`src/rtl/spi_master_mc.sv`:
```
`default_nettype none
// +----------------------------------------------------------------------------+
// | Module      : spi_master_mc                                                |
// | Description : Parametrised SPI master. It supports run-time CPOL/CPHA and  |
// |               bit order, DATA_W-bit words, and NUM_CS one-hot active-low   |
// |               chip selects. The front end uses a start/busy/done           |
// |               handshake. A transfer runs IDLE -> SETUP -> TRANSFER ->      |
// |               HOLD -> DONE -> IDLE.                                        |
// | Ports       : clk, rst (sync, active-high)                                 |
// |               start_i, tx_data_i, cs_sel_i, cpol_i, cpha_i, lsb_first_i    |
// |               rx_data_o, busy_o, done_o                                    |
// |               sclk_o, mosi_o, miso_i, cs_n_o                               |
// | Option      : SPI_CS_HOLD_EN adds hold_cs_i. It keeps CS asserted between  |
// |               transfers to the same slave.                                 |
// | Revision    : 1.0 - initial release                                        |
// +----------------------------------------------------------------------------+
module spi_master_mc #(
    parameter int DATA_W  = 8,
    parameter int CLK_DIV = 4,
    parameter int NUM_CS  = 4,
    parameter int CS_W    = (NUM_CS > 1) ? $clog2(NUM_CS) : 1
) (
    input  logic              clk,
    input  logic              rst,
    input  logic              start_i,
    input  logic [DATA_W-1:0] tx_data_i,
    input  logic [CS_W-1:0]   cs_sel_i,
    input  logic              cpol_i,
    input  logic              cpha_i,
    input  logic              lsb_first_i,
`ifdef SPI_CS_HOLD_EN
    input  logic              hold_cs_i,
`endif
    output logic [DATA_W-1:0] rx_data_o,
    output logic              busy_o,
    output logic              done_o,
    output logic              sclk_o,
    output logic              mosi_o,
    input  logic              miso_i,
    output logic [NUM_CS-1:0] cs_n_o
);

    localparam int c_DIV_W  = $clog2(CLK_DIV);
    localparam int c_BIT_W  = $clog2(DATA_W);
    localparam int c_EDGE_W = c_BIT_W + 1;
    localparam logic [c_DIV_W-1:0]  c_DIV_LAST  = c_DIV_W'(CLK_DIV - 1);
    localparam logic [c_EDGE_W-1:0] c_EDGE_LAST = c_EDGE_W'(2 * DATA_W - 1);
    localparam logic [c_BIT_W-1:0]  c_BIT_LAST  = c_BIT_W'(DATA_W - 1);

    typedef enum logic [2:0] {
        S_IDLE  = 3'd0,
        S_SETUP = 3'd1,
        S_XFER  = 3'd2,
        S_HOLD  = 3'd3,
        S_DONE  = 3'd4
    } state_t;

    state_t              state_q, state_d;
    logic [c_DIV_W-1:0]  div_q, div_d;
    logic [c_EDGE_W-1:0] edge_q, edge_d;
    logic                sclk_q, sclk_d;
    logic                mosi_q, mosi_d;
    logic [DATA_W-1:0]   tx_q, tx_d;
    logic [DATA_W-1:0]   rx_sh_q, rx_sh_d;
    logic [DATA_W-1:0]   rx_data_q, rx_data_d;
    logic [CS_W-1:0]     cs_q, cs_d;
    logic                cpol_q, cpol_d;
    logic                cpha_q, cpha_d;
    logic                lsb_q, lsb_d;
`ifdef SPI_CS_HOLD_EN
    logic                hold_q, hold_d;
    logic                held_q, held_d;
`endif

    logic                w_div_tc;
    logic                w_leading;
    logic [c_BIT_W-1:0]  w_bit;
    logic                w_cs_ok;
    logic                w_cs_active;

    // Word position of the k-th bit on the wire. The same mapping is used for
    // shifting out and sampling in, so rx lands bit-aligned like tx.
    function automatic logic [c_BIT_W-1:0] f_pos(input logic [c_BIT_W-1:0] k, input logic lsb);
        return lsb ? k : (c_BIT_LAST - k);
    endfunction

    assign w_div_tc  = (div_q == c_DIV_LAST);
    assign w_leading = ~edge_q[0];              // even-numbered edges are leading
    assign w_bit     = edge_q[c_EDGE_W-1:1];    // bit slot this edge belongs to
    assign w_cs_ok   = (int'(cs_sel_i) < NUM_CS);

    always_comb begin
        state_d   = state_q;
        div_d     = div_q;
        edge_d    = edge_q;
        sclk_d    = sclk_q;
        mosi_d    = mosi_q;
        tx_d      = tx_q;
        rx_sh_d   = rx_sh_q;
        rx_data_d = rx_data_q;
        cs_d      = cs_q;
        cpol_d    = cpol_q;
        cpha_d    = cpha_q;
        lsb_d     = lsb_q;
`ifdef SPI_CS_HOLD_EN
        hold_d    = hold_q;
        held_d    = held_q;
`endif
        case (state_q)
            S_IDLE: begin
                div_d  = '0;
                edge_d = '0;
`ifdef SPI_CS_HOLD_EN
                sclk_d = held_q ? cpol_q : cpol_i;
`else
                sclk_d = cpol_i;
`endif
                if (start_i && w_cs_ok) begin
                    tx_d    = tx_data_i;
                    cs_d    = cs_sel_i;
                    cpol_d  = cpol_i;
                    cpha_d  = cpha_i;
                    lsb_d   = lsb_first_i;
                    sclk_d  = cpol_i;
                    rx_sh_d = '0;
                    mosi_d  = tx_data_i[f_pos('0, lsb_first_i)];
                    state_d = S_SETUP;
`ifdef SPI_CS_HOLD_EN
                    hold_d  = hold_cs_i;
                    // CS already low on this slave: no setup time needed
                    if (held_q && (cs_sel_i == cs_q)) begin
                        state_d = S_XFER;
                    end
`endif
                end
            end
            S_SETUP: begin
                div_d = div_q + 1'b1;
                if (w_div_tc) begin
                    div_d   = '0;
                    state_d = S_XFER;
                end
            end
            S_XFER: begin
                div_d = div_q + 1'b1;
                if (w_div_tc) begin
                    div_d  = '0;
                    sclk_d = ~sclk_q;
                    edge_d = edge_q + 1'b1;
                    if (w_leading ^ cpha_q) begin
                        // CPHA=0 samples on leading, CPHA=1 on trailing
                        rx_sh_d[f_pos(w_bit, lsb_q)] = miso_i;
                    end else if (cpha_q) begin
                        // CPHA=1 leading edge presents this slot's bit
                        mosi_d = tx_q[f_pos(w_bit, lsb_q)];
                    end else if (edge_q != c_EDGE_LAST) begin
                        // CPHA=0 trailing edge advances to the next slot
                        mosi_d = tx_q[f_pos(w_bit + 1'b1, lsb_q)];
                    end
                    if (edge_q == c_EDGE_LAST) begin
                        edge_d  = '0;
                        state_d = S_HOLD;
                    end
                end
            end
            S_HOLD: begin
                div_d = div_q + 1'b1;
                if (w_div_tc) begin
                    div_d     = '0;
                    rx_data_d = rx_sh_q;
                    state_d   = S_DONE;
`ifdef SPI_CS_HOLD_EN
                    held_d    = hold_q;
`endif
                end
            end
            S_DONE: begin
                state_d = S_IDLE;
            end
            default: begin
                state_d = S_IDLE;
            end
        endcase
    end

    always_ff @(posedge clk) begin
        if (rst) begin
            state_q   <= S_IDLE;
            div_q     <= '0;
            edge_q    <= '0;
            sclk_q    <= 1'b0;
            mosi_q    <= 1'b0;
            tx_q      <= '0;
            rx_sh_q   <= '0;
            rx_data_q <= '0;
            cs_q      <= '0;
            cpol_q    <= 1'b0;
            cpha_q    <= 1'b0;
            lsb_q     <= 1'b0;
`ifdef SPI_CS_HOLD_EN
            hold_q    <= 1'b0;
            held_q    <= 1'b0;
`endif
        end else begin
            state_q   <= state_d;
            div_q     <= div_d;
            edge_q    <= edge_d;
            sclk_q    <= sclk_d;
            mosi_q    <= mosi_d;
            tx_q      <= tx_d;
            rx_sh_q   <= rx_sh_d;
            rx_data_q <= rx_data_d;
            cs_q      <= cs_d;
            cpol_q    <= cpol_d;
            cpha_q    <= cpha_d;
            lsb_q     <= lsb_d;
`ifdef SPI_CS_HOLD_EN
            hold_q    <= hold_d;
            held_q    <= held_d;
`endif
        end
    end

    assign busy_o    = (state_q == S_SETUP) || (state_q == S_XFER) || (state_q == S_HOLD);
    assign done_o    = (state_q == S_DONE);
    assign sclk_o    = sclk_q;
    assign mosi_o    = mosi_q;
    assign rx_data_o = rx_data_q;

`ifdef SPI_CS_HOLD_EN
    assign w_cs_active = busy_o | held_q;
`else
    assign w_cs_active = busy_o;
`endif

    generate
        for (genvar gi = 0; gi < NUM_CS; gi++) begin : g_cs
            assign cs_n_o[gi] = ~(w_cs_active && (cs_q == CS_W'(gi)));
        end
    endgenerate

endmodule
`default_nettype wire

```
`config.mk`:
```
export PLATFORM = sky130hd
export DESIGN_NAME = spi_master_mc
export DESIGN_NICKNAME = d
export VERILOG_FILES = /design/src/rtl/spi_master_mc.sv
export SDC_FILE = /design/constraint.sdc
export NUM_CORES = 1
export LEC_CHECK = 0
export CAP_MARGIN = 15
export CORE_MARGIN = 8
export CORE_UTILIZATION = 53
export DETAILED_ROUTE_END_ITERATION = 7
export PLACE_DENSITY = 0.81
export SLEW_MARGIN = 20
export SYNTH_ARGS = -nofsm -noshare
export SYNTH_HDL_FRONTEND = slang
export SYNTH_SLANG_ARGS = --single-unit
```
`constraint.sdc`:
```
create_clock -name clk -period 2.4 [get_ports clk]
set_input_delay 0.48 -clock clk [delete_from_list [all_inputs] [get_ports clk]]
set_output_delay 0.48 -clock clk [all_outputs]
set_load 0.005 [all_outputs]
```
* Word-level counts from Yosys, hierarchy flattened *
Index checks and enable logic that the tools add are counted.
W data, S select, Z words.

operators by class
  $add $sub $neg = 5
  magnitude comparators = 4
  equality and inequality tests = 18
  muxes and demuxes = 35
  bitwise operators = 7
  reduce and logical (&&, ||, !) cells = 18

operator list
  cell                   count
  $mux W3                8
  $mux W8                3
  $pmux W8 S2            1
  $ne A2 B2 Y1 const B   7
  $lt A3 B4 Y1 const B   3
  $pmux W3 S4            1
  $mux W1                10
  $reduce_and A5 Y1      2
  $bmux W1 S3            3
  $bwmux W8              1
  $mux W4                2
  $pmux W4 S2            1
  $eq A2 B2 Y1 const B   3
  $eq A3 B2 Y1 const B   2
  $not A1 Y1             6
  $reduce_and A2 Y1      3
  $sub A3 B3 Y3 const A  2
  $logic_and A1 B1 Y1    5
  $add A4 B1 Y4 const B  1
  $eq A4 B4 Y1 const B   1
  $ne A4 B4 Y1 const B   1
  $pmux W1 S2            2
  $pmux W2 S2            1
  $reduce_and A4 Y1      1
  15 further kinds       17

storage, ports and cells
  register bits = 39
  input port bits = 17
  output and inout port bits = 16
  logic and storage cells = 98

* Longest topological paths before layout *
Gate-level depths: netlist of the first run.

  depth in word-level cells = 10
  gate-level depth with buffers = 7
  depth with buffers taken out = 6

* Worst setup path after synthesis of the first run *
OpenSTA, ideal clock, no wires.

  path kind = register to register
  start = reg edge_q[1]
  end = reg mosi_q (netlist: mosi_o)
  library setup time = 0.120 ns
  arrival time = 1.653 ns
  required time = 2.280 ns
  slack = 0.628 ns
  stages on the path, launching flop included = 7
  path buffers = 1
  period minus slack after synthesis = 1.772 ns
  cell sequence = dfxtp_1 -> buf_6 -> mux4_1 -> mux2_2 -> o31ai_1 -> a311o_1 -> a21oi_1

between the ends
  longest elaborated chain between the ends = 10
  elaborated cells between the ends (all ways) = 17
  those cells by class = 3 x add/sub; 2 x eq/ne; 11 x mux; 1 x reduce/logical

RTL lines
  what                           line  text
  start, declared                60    logic [c_EDGE_W-1:0] edge_q, edge_d;
  start signal, assigned         207   edge_q <= edge_d;
  $add A3 B1 Y3                  158   mosi_d = tx_q[f_pos(w_bit + 1'b1, lsb_q)];
  $sub A3 B3 Y3                  84    return lsb ? k : (c_BIT_LAST - k);
  $mux W3                        84
  $bmux W1 S3                    158
  $mux W1 (not written as such)  158
  $mux W1                        156   end else if (edge_q != c_EDGE_LAST) begin
  $mux W1                        153   end else if (cpha_q) begin
  $mux W1                        150   if (w_leading ^ cpha_q) begin
  $mux W1                        146   if (w_div_tc) begin
  $pmux W1 S2                    109   case (state_q)
  end signal, assigned           209   mosi_q <= mosi_d;
  end, declared                  62    logic mosi_q, mosi_d;

Several ways; a longest one is shown, not always the timed one. The select of a mux whose other input is x is not followed.
A chain may end at the register's enable or synchronous reset.

* Worst setup path in the final report of the first run *
  start = reg state_q[0]
  end = out cs_n_o[3]

between the ends
  longest elaborated chain between the ends = 5
  elaborated cells between the ends (all ways) = 7
  those cells by class = 3 x eq/ne; 1 x bitwise; 3 x reduce/logical

RTL lines
  what                                          line  text
  start, declared                               58    state_t state_q, state_d;
  start signal, assigned                        205   state_q <= state_d;
  $eq A3 B1 Y1 or $eq A3 B2 Y1 (tied branches)  224   assign busy_o = (state_q == S_SETUP) || (state_q == S_XFER) || (state_q == S_HOLD);
  $logic_or A1 B1 Y1                            224
  $logic_or A1 B1 Y1 *                          224
  $logic_and A1 B1 Y1 *                         238   assign cs_n_o[gi] = ~(w_cs_active && (cs_q == CS_W'(gi)));
  $not A1 Y1 *                                  238
  end, declared                                 40    output logic [NUM_CS-1:0] cs_n_o

Every way passes the cells marked *; elsewhere a longest branch is shown, timed or not.

==> flow_summary_export.csv, run 1 <==
group,metric,value,unit
run_status,status,"complete, no violations",
clock_network,clock_sinks,39,
finish,nets,311,
grt,antenna_found_initial,0,
hold_path,holdPathStages,2,
clock_network,numCtsBuffers,5,
logic_synthesis,syn-cell-area,2100,µm²
logic_synthesis,synth_top_flop_cell,"dfxtp_1",
clock_network,cts_resized,0,
logic_synthesis,yosysSeqAreaShare,37.3,%
drt,m1WireLength,2130,µm
place,numPortBuffers,32,
drt,met2_wirelength,2300,µm
sta,drv_slew,0,
floorplan,dieArea,6220,µm²
power,switching_share,23.5,%
critical_path,crit_chain,"nor2_1 > or2_2 > inv_1 > nand3_1 > clkdlybuf4s50_1",
finish,design_area,2550,µm²
sta,fin_crit_sh,89.7,%
logic_synthesis,synth_nets,285,
critical_path,ff2ff_path_depth,6,
critical_path,reg2reg_from,"edge_q[1]",
clock_network,root_buffer,"clkbuf_8",
critical_path,cp-end-kind,"output pin",
critical_path,rrSetupSlack,0.42,ns
finish,final_common_cell,"nand2_1",
place,place_area,2430,µm²
place,gp_congestion,0.847,
grt,gr-total-overflow,0,
drt,dr.pass1.iters,4,
drt,vias,1907,
clock_network,cts-hold-fix-buffers,0,
drt,drc,0,
sta,tightest_slew,0.630,ns
sta,max_freq,0.464,GHz
finish,layout-drive-gt1-share,8.56,%
critical_path,timing.rr.end,"mosi_o",
floorplan,core_region_area,3910,µm²
place,dp_hpwl,3540,µm
floorplan,start_util,53.5,%
grt,grt_pass1_vias,1818,
power,p_int,1.04,mW
clock_network,cts_setup_buffers,0,
critical_path,cp_max_fo,6,
logic_synthesis,synthesis.instances,265,
critical_path,cp.arrival,1.67,ns
power,comb_power_share,10.0,%
power,peakVddDrop,0.000355,V
critical_path,start_kind,"flip-flop",
run,maxCapViolations,0,
critical_path,crit_type,"flip-flop to output pin",
sta,tns,0,ns
logic_synthesis,synth-edff-count,0,
clock_network,clk-insertion-delay-late,0.29,ns
finish,final_cell_mix,"nand2_1, dfxtp_1, a21oi_1",
floorplan,die_w,78.9,µm
drt,drt-initial-drc-count,99,
drt,post_drt_wl_per_cell,13.9,µm
floorplan,pin_count,33,
drt,vias_per_cell,5.58,
hold_path,hold_class,"flip-flop to flip-flop",
clock_network,h-tree-depth,2,
finish,antenna_cells,0,
power,seqPwrFrac,50.2,%
grt,grt_util_all_layers,16.1,%
critical_path,cpPeakStageDelay,0.46,ns
finish,regArea,783,µm²
sta,hold_viol,0,
finish,multi_input_area,1210,µm²
sta,rsz0062_at_grt,"false",
clock_network,cts.path.max_buffers,2,
drt,wl,4750,µm
sta,fin_skew,0.00616,ns
sta,min_period,2.15,ns
finish,nFillCells,346,
hold_path,min_to,"rx_data_o[6]",
drt,antenna_left,0,
grt,grt_pass1_wl,8160,µm
logic_synthesis,yosys_warnings,0,
finish,post-route-util,65.1,%
clock_network,cts_tree,"built",
drt,met3_length,235,µm
logic_synthesis,synth_cell_types,44,
drt,top_layer_used,"met4",
floorplan,dieHeight,78.9,µm
finish,area_delta_synth_final,21.6,%
hold_path,min_from,"rx_data_o[6]",
clock_network,cts.reportedPaths.clkPinSlew,0.08,ns
grt,grt_max_degree,19,
floorplan,fp-row-count,23,
power,p_clk_share,39.8,%
sta,finalSetupViolCount,0,
logic_synthesis,async_flop_share,0,%
power,p_per_area,535,nW/µm²
critical_path,crit_required,1.92,ns
critical_path,slowest_stage,"clkdlybuf4s50_1",
logic_synthesis,syn_avg_cell_area,7.91,µm²
sta,maxSlewHeadroom,57.9,%
power,power_switching,0.321,mW
logic_synthesis,ys_ff_latch,39,
power,leakage,0.905,nW
[per-layer routing]
metal | track usage [%] | vias up
li1 | - | 984
met1 | 18.1 | 875
met2 | 27.8 | 40
met3 | 4.29 | 8
met4 | 7.41 | 0
met5 | 0 | -
[area by class of cell]
type                    instances  share of cell area, %
flip-flops and latches         39                   30.7
repair buffers                 38                   14.4
inverters                       4                  0.589
multi-input cells             203                   47.4
clock inverters                 3                   1.72
clock buffers                   5                   2.70
well taps                      50                   2.45
[power groups by stage]
stage / Sequential [mW] / Combinational [mW] / Clock, mW
after CTS: 0.684 / 0.138 / 0.560
after floorplan: 0.691 / 0.0861 / 0
after detailed placement: 0.699 / 0.138 / 0
final: 0.684 / 0.137 / 0.543
after global routing: 0.687 / 0.152 / 0.592
after global placement: 0.698 / 0.134 / 0
[how the worst max path moves through the flow]
stage | slack (ns) | cells past startpoint | startpoint | endpoint
6_report | 0.25 | 5 | state_q[0] | cs_n_o[3]
5_1_grt | 0.14 | 5 | state_q[0] | cs_n_o[3]
4_1_cts | 0.02 | 4 | state_q[0] | cs_n_o[0]
3_5_place_dp | 0.30 | 5 | start_i | tx_q[1]
3_3_place_gp | 0.39 | 5 | start_i | tx_q[3]
2_1_floorplan | 0.63 | 6 | edge_q[1] | mosi_o
[cell families (layout without fill, tap and decap cells)]
family,count (synthesis),in the layout,synth area share [%]
adder cells (fa/ha/maj),3,3,1.79
AND/OR/NAND/NOR,115,115,25.1
multiplexers,13,13,10.2
AO/OA/AOI/OAI,68,68,18.8
flip-flops,39,39,37.3
XOR/XNOR,4,4,1.67
buffers and inverters,23,50,5.13
[synthesized netlist by cell type, types with 2 or more instances]
cell type  number  area, µm²
a21oi_1        34        170
a22oi_1         4       30.0
and2_1          3       18.8
buf_2           5       25.0
buf_6           2       22.5
clkbuf_1       11       41.3
dfxtp_1        39        781
ha_1            3       37.5
inv_1           3       11.3
mux2i_1         6       60.1
mux4_1          2       52.6
mux4_2          4       90.1
nand2_1        56        210
nand2b_1        5       31.3
nand3_1         5       25.0
nand3b_1        2       15.0
nor2_1         23       86.3
nor2b_1         2       12.5
nor3_1          7       35.0
o21ai_0         2       10.0
o21ai_1        10       50.1
o22ai_1         8       50.1
o31ai_1         2       15.0
or2_1           3       18.8
or3_1           3       18.8
xnor2_1         3       26.3
[critical path: cells and delay by family, from the launching register on]
family,cells,cell delay [ns]
flops,1,0.37
buf+inv,2,0.58
simple gates,3,0.44
[state kept, by name (all words and copies together) (netlist names), 2 cells and up]
signal     flops
rx_data_o      8
tx_q           8
rx_sh_q        8
cs_q           2
div_q          2
edge_q         4
state_q        3
[through the flow]
stage	power (mW)	worst slack, ns	hold slack [ns]	std cells
2_1_floorplan	0.777	0.628	0.430	265
3_3_place_gp	0.832	0.388	0.444	334
3_5_place_dp	0.837	0.299	0.446	334
4_1_cts	1.38	0.0169	0.458	342
5_1_grt	1.43	0.141	0.478	342
6_report	1.36	0.247	0.454	342
(Power assumes the default switching activity.)
==> inputs of run 2 (changes only) <==
--- a/config.mk
+++ b/config.mk
@@ -10,6 +10,7 @@
 export CORE_UTILIZATION = 53
 export DETAILED_ROUTE_END_ITERATION = 7
 export PLACE_DENSITY = 0.81
+export SETUP_SLACK_MARGIN = 0.05
 export SLEW_MARGIN = 20
 export SYNTH_ARGS = -nofsm -noshare
 export SYNTH_HDL_FRONTEND = slang
==> results of run 2 <==
No change in the layout: final DEF, timing and power equal those of run 1.
Main changes from that run: number of gates resized after CTS 0 -> 2; via count of the first global-routing pass 1818 -> 1816
==> inputs of run 3 (changes only) <==
--- a/config.mk
+++ b/config.mk
@@ -10,8 +10,7 @@
 export CORE_UTILIZATION = 53
 export DETAILED_ROUTE_END_ITERATION = 7
 export PLACE_DENSITY = 0.81
-export SETUP_SLACK_MARGIN = 0.05
-export SLEW_MARGIN = 20
+export SLEW_MARGIN = 30
 export SYNTH_ARGS = -nofsm -noshare
 export SYNTH_HDL_FRONTEND = slang
 export SYNTH_SLANG_ARGS = --single-unit
==> constraint.sdc (replaced) <==
create_clock -name clk -period 2 [get_ports clk]
set_input_delay 0.4 -clock clk [delete_from_list [all_inputs] [get_ports clk]]
set_output_delay 0.4 -clock clk [all_outputs]
set_load 0.005 [all_outputs]
==> run 3 against run 2 <==
Total power rose by 22%. Final cell count rose by 2.9%. First-iteration DRC count rose by 80%. Global-route usage rose by 1.1 points. Sequential power rose by 20%. Register-to-register slack got worse by 0.26 ns. Die area did not move. Via count rose by 5.2%. Setup slack got worse by 0.14 ns. Largest cell class unchanged.
==> flow_summary_export.csv, run 3 (synthesized netlist as in run 1, its figures left out) <==
group,metric,value,unit
run_status,status,"complete, no violations",
critical_path,crit_required,1.60,ns
finish,final_cell_mix,"nand2_1, dfxtp_1, a21oi_1",
clock_network,cts_tree,"built",
grt,antenna_found_initial,0,
critical_path,cpPeakStageDelay,0.50,ns
sta,drv_slew,0,
critical_path,rrSetupSlack,0.16,ns
clock_network,root_buffer,"clkbuf_8",
floorplan,core_region_area,3910,µm²
hold_path,hold_class,"flip-flop to flip-flop",
floorplan,dieHeight,78.9,µm
drt,wl,5050,µm
floorplan,pin_count,33,
clock_network,cts_setup_buffers,0,
sta,finalSetupViolCount,0,
power,seqPwrFrac,49.4,%
critical_path,cp-end-kind,"output pin",
sta,tightest_slew,0.464,ns
finish,nets,321,
critical_path,start_kind,"flip-flop",
drt,drt-initial-drc-count,178,
critical_path,crit_chain,"nor2_1 > or2_4 > inv_2 > clkdlybuf4s50_1",
power,peakVddDrop,0.000463,V
sta,fin_crit_sh,94.9,%
floorplan,fp-row-count,23,
clock_network,cts-hold-fix-buffers,0,
critical_path,crit_type,"flip-flop to output pin",
hold_path,holdPathStages,2,
clock_network,numCtsBuffers,5,
clock_network,h-tree-depth,2,
place,gp_congestion,0.844,
power,leakage,0.943,nW
finish,final_common_cell,"nand2_1",
grt,grt_util_all_layers,17.2,%
grt,gr-total-overflow,0,
drt,dr.pass1.iters,4,
place,dp_hpwl,3640,µm
finish,nFillCells,337,
drt,vias_per_cell,5.70,
sta,rsz0062_at_grt,"false",
critical_path,slowest_stage,"clkdlybuf4s50_1",
run,maxCapViolations,0,
sta,max_freq,0.527,GHz
power,p_per_area,630,nW/µm²
power,p_int,1.26,mW
critical_path,path_delay_family,"buffers and inverters",
finish,antenna_cells,0,
power,switching_share,23.8,%
place,numPortBuffers,32,
finish,area_delta_synth_final,25.7,%
critical_path,cp.arrival,1.50,ns
clock_network,cts.path.max_buffers,2,
sta,fin_skew,0.00487,ns
sta,maxSlewHeadroom,68.8,%
finish,fin_cells,352,
critical_path,cp_max_fo,4,
clock_network,clock_sinks,39,
finish,layout-drive-gt1-share,11.9,%
drt,antenna_left,0,
floorplan,dieArea,6220,µm²
grt,grt_pass1_wl,8770,µm
critical_path,path_depth,4,
place,place_inst,344,
sta,tns,0,ns
critical_path,ff2ff_path_depth,5,
power,power_switching,0.395,mW
floorplan,die_w,78.9,µm
grt,grt_max_degree,22,
power,comb_power_share,10.9,%
clock_network,clk-insertion-delay-late,0.30,ns
sta,hold_viol,0,
drt,drc,0,
drt,post_drt_wl_per_cell,14.4,µm
drt,vias,2007,
sta,min_period,1.90,ns
floorplan,start_util,53.5,%
power,p_clk_share,39.6,%
critical_path,crit_buf_inv,2,
clock_network,cts.reportedPaths.clkPinSlew,0.08,ns
grt,grt_pass1_vias,1862,
## run 3: worst register-to-register path, stage by stage (launching register included)
cell	delay, ns
dfxtp_2	0.44
mux4_1	0.57
mux2_2	0.28
o31ai_1	0.23
a311o_1	0.16
a21oi_1	0.06
## run 3: cell type report
cell class	instances	area [µm²]	area share, %
timing repair buffer	48	439	16.7
multi-input combinational	203	1220	46.4
inverter	4	15.0	0.570
clock inverter	3	43.8	1.66
sequential	39	782	29.7
tap	50	62.6	2.38
clock buffer	5	68.8	2.61
## run 3: metal layers
metal	up-vias	part of all wire, %	wire length [µm]	global-route usage, %
li1	998	-	-	-
met2	54	50	2530	29.1
met3	10	4.4	221	4.18
met1	945	44	2220	20.9
met4	0	1.6	80	5.74
met5	-	0	0	0
## run 3: timing repair
| item | CTS | global route |
|---|---|---|
| setup endpoints to repair | 4 | 4 |
| endpoints found under the hold margin | 0 | 0 |
| resized for setup | 4 | 4 |
## run 3: through the flow
stage	instance area [µm²]	power, mW	setup slack, ns	hold WS, ns	util, %
4_1_cts	2620	1.67	0.00989	0.456	66.8
5_1_grt	2630	1.73	0.0176	0.476	67.3
3_5_place_dp	2510	1.02	0.0840	0.445	64.0
3_3_place_gp	2510	1.01	0.155	0.445	64.0
2_1_floorplan	2100	0.932	0.228	0.430	-
6_report	2630	1.66	0.103	0.454	67.3
## run 3: path summary, 6_finish.rpt
path             endpoint    startpoint
min          rx_data_o[6]  rx_data_o[6]
max                busy_o    state_q[0]
min reg2reg  rx_data_o[6]  rx_data_o[6]
max reg2reg        mosi_o     edge_q[1]
## run 3: power groups by stage
stage / Clock (mW) / Combinational, mW / Sequential [mW]
final: 0.657 / 0.181 / 0.820
after global placement: 0 / 0.178 / 0.834
after detailed placement: 0 / 0.181 / 0.837
after floorplan: 0 / 0.103 / 0.829
after CTS: 0.671 / 0.181 / 0.818
after global routing: 0.704 / 0.201 / 0.822
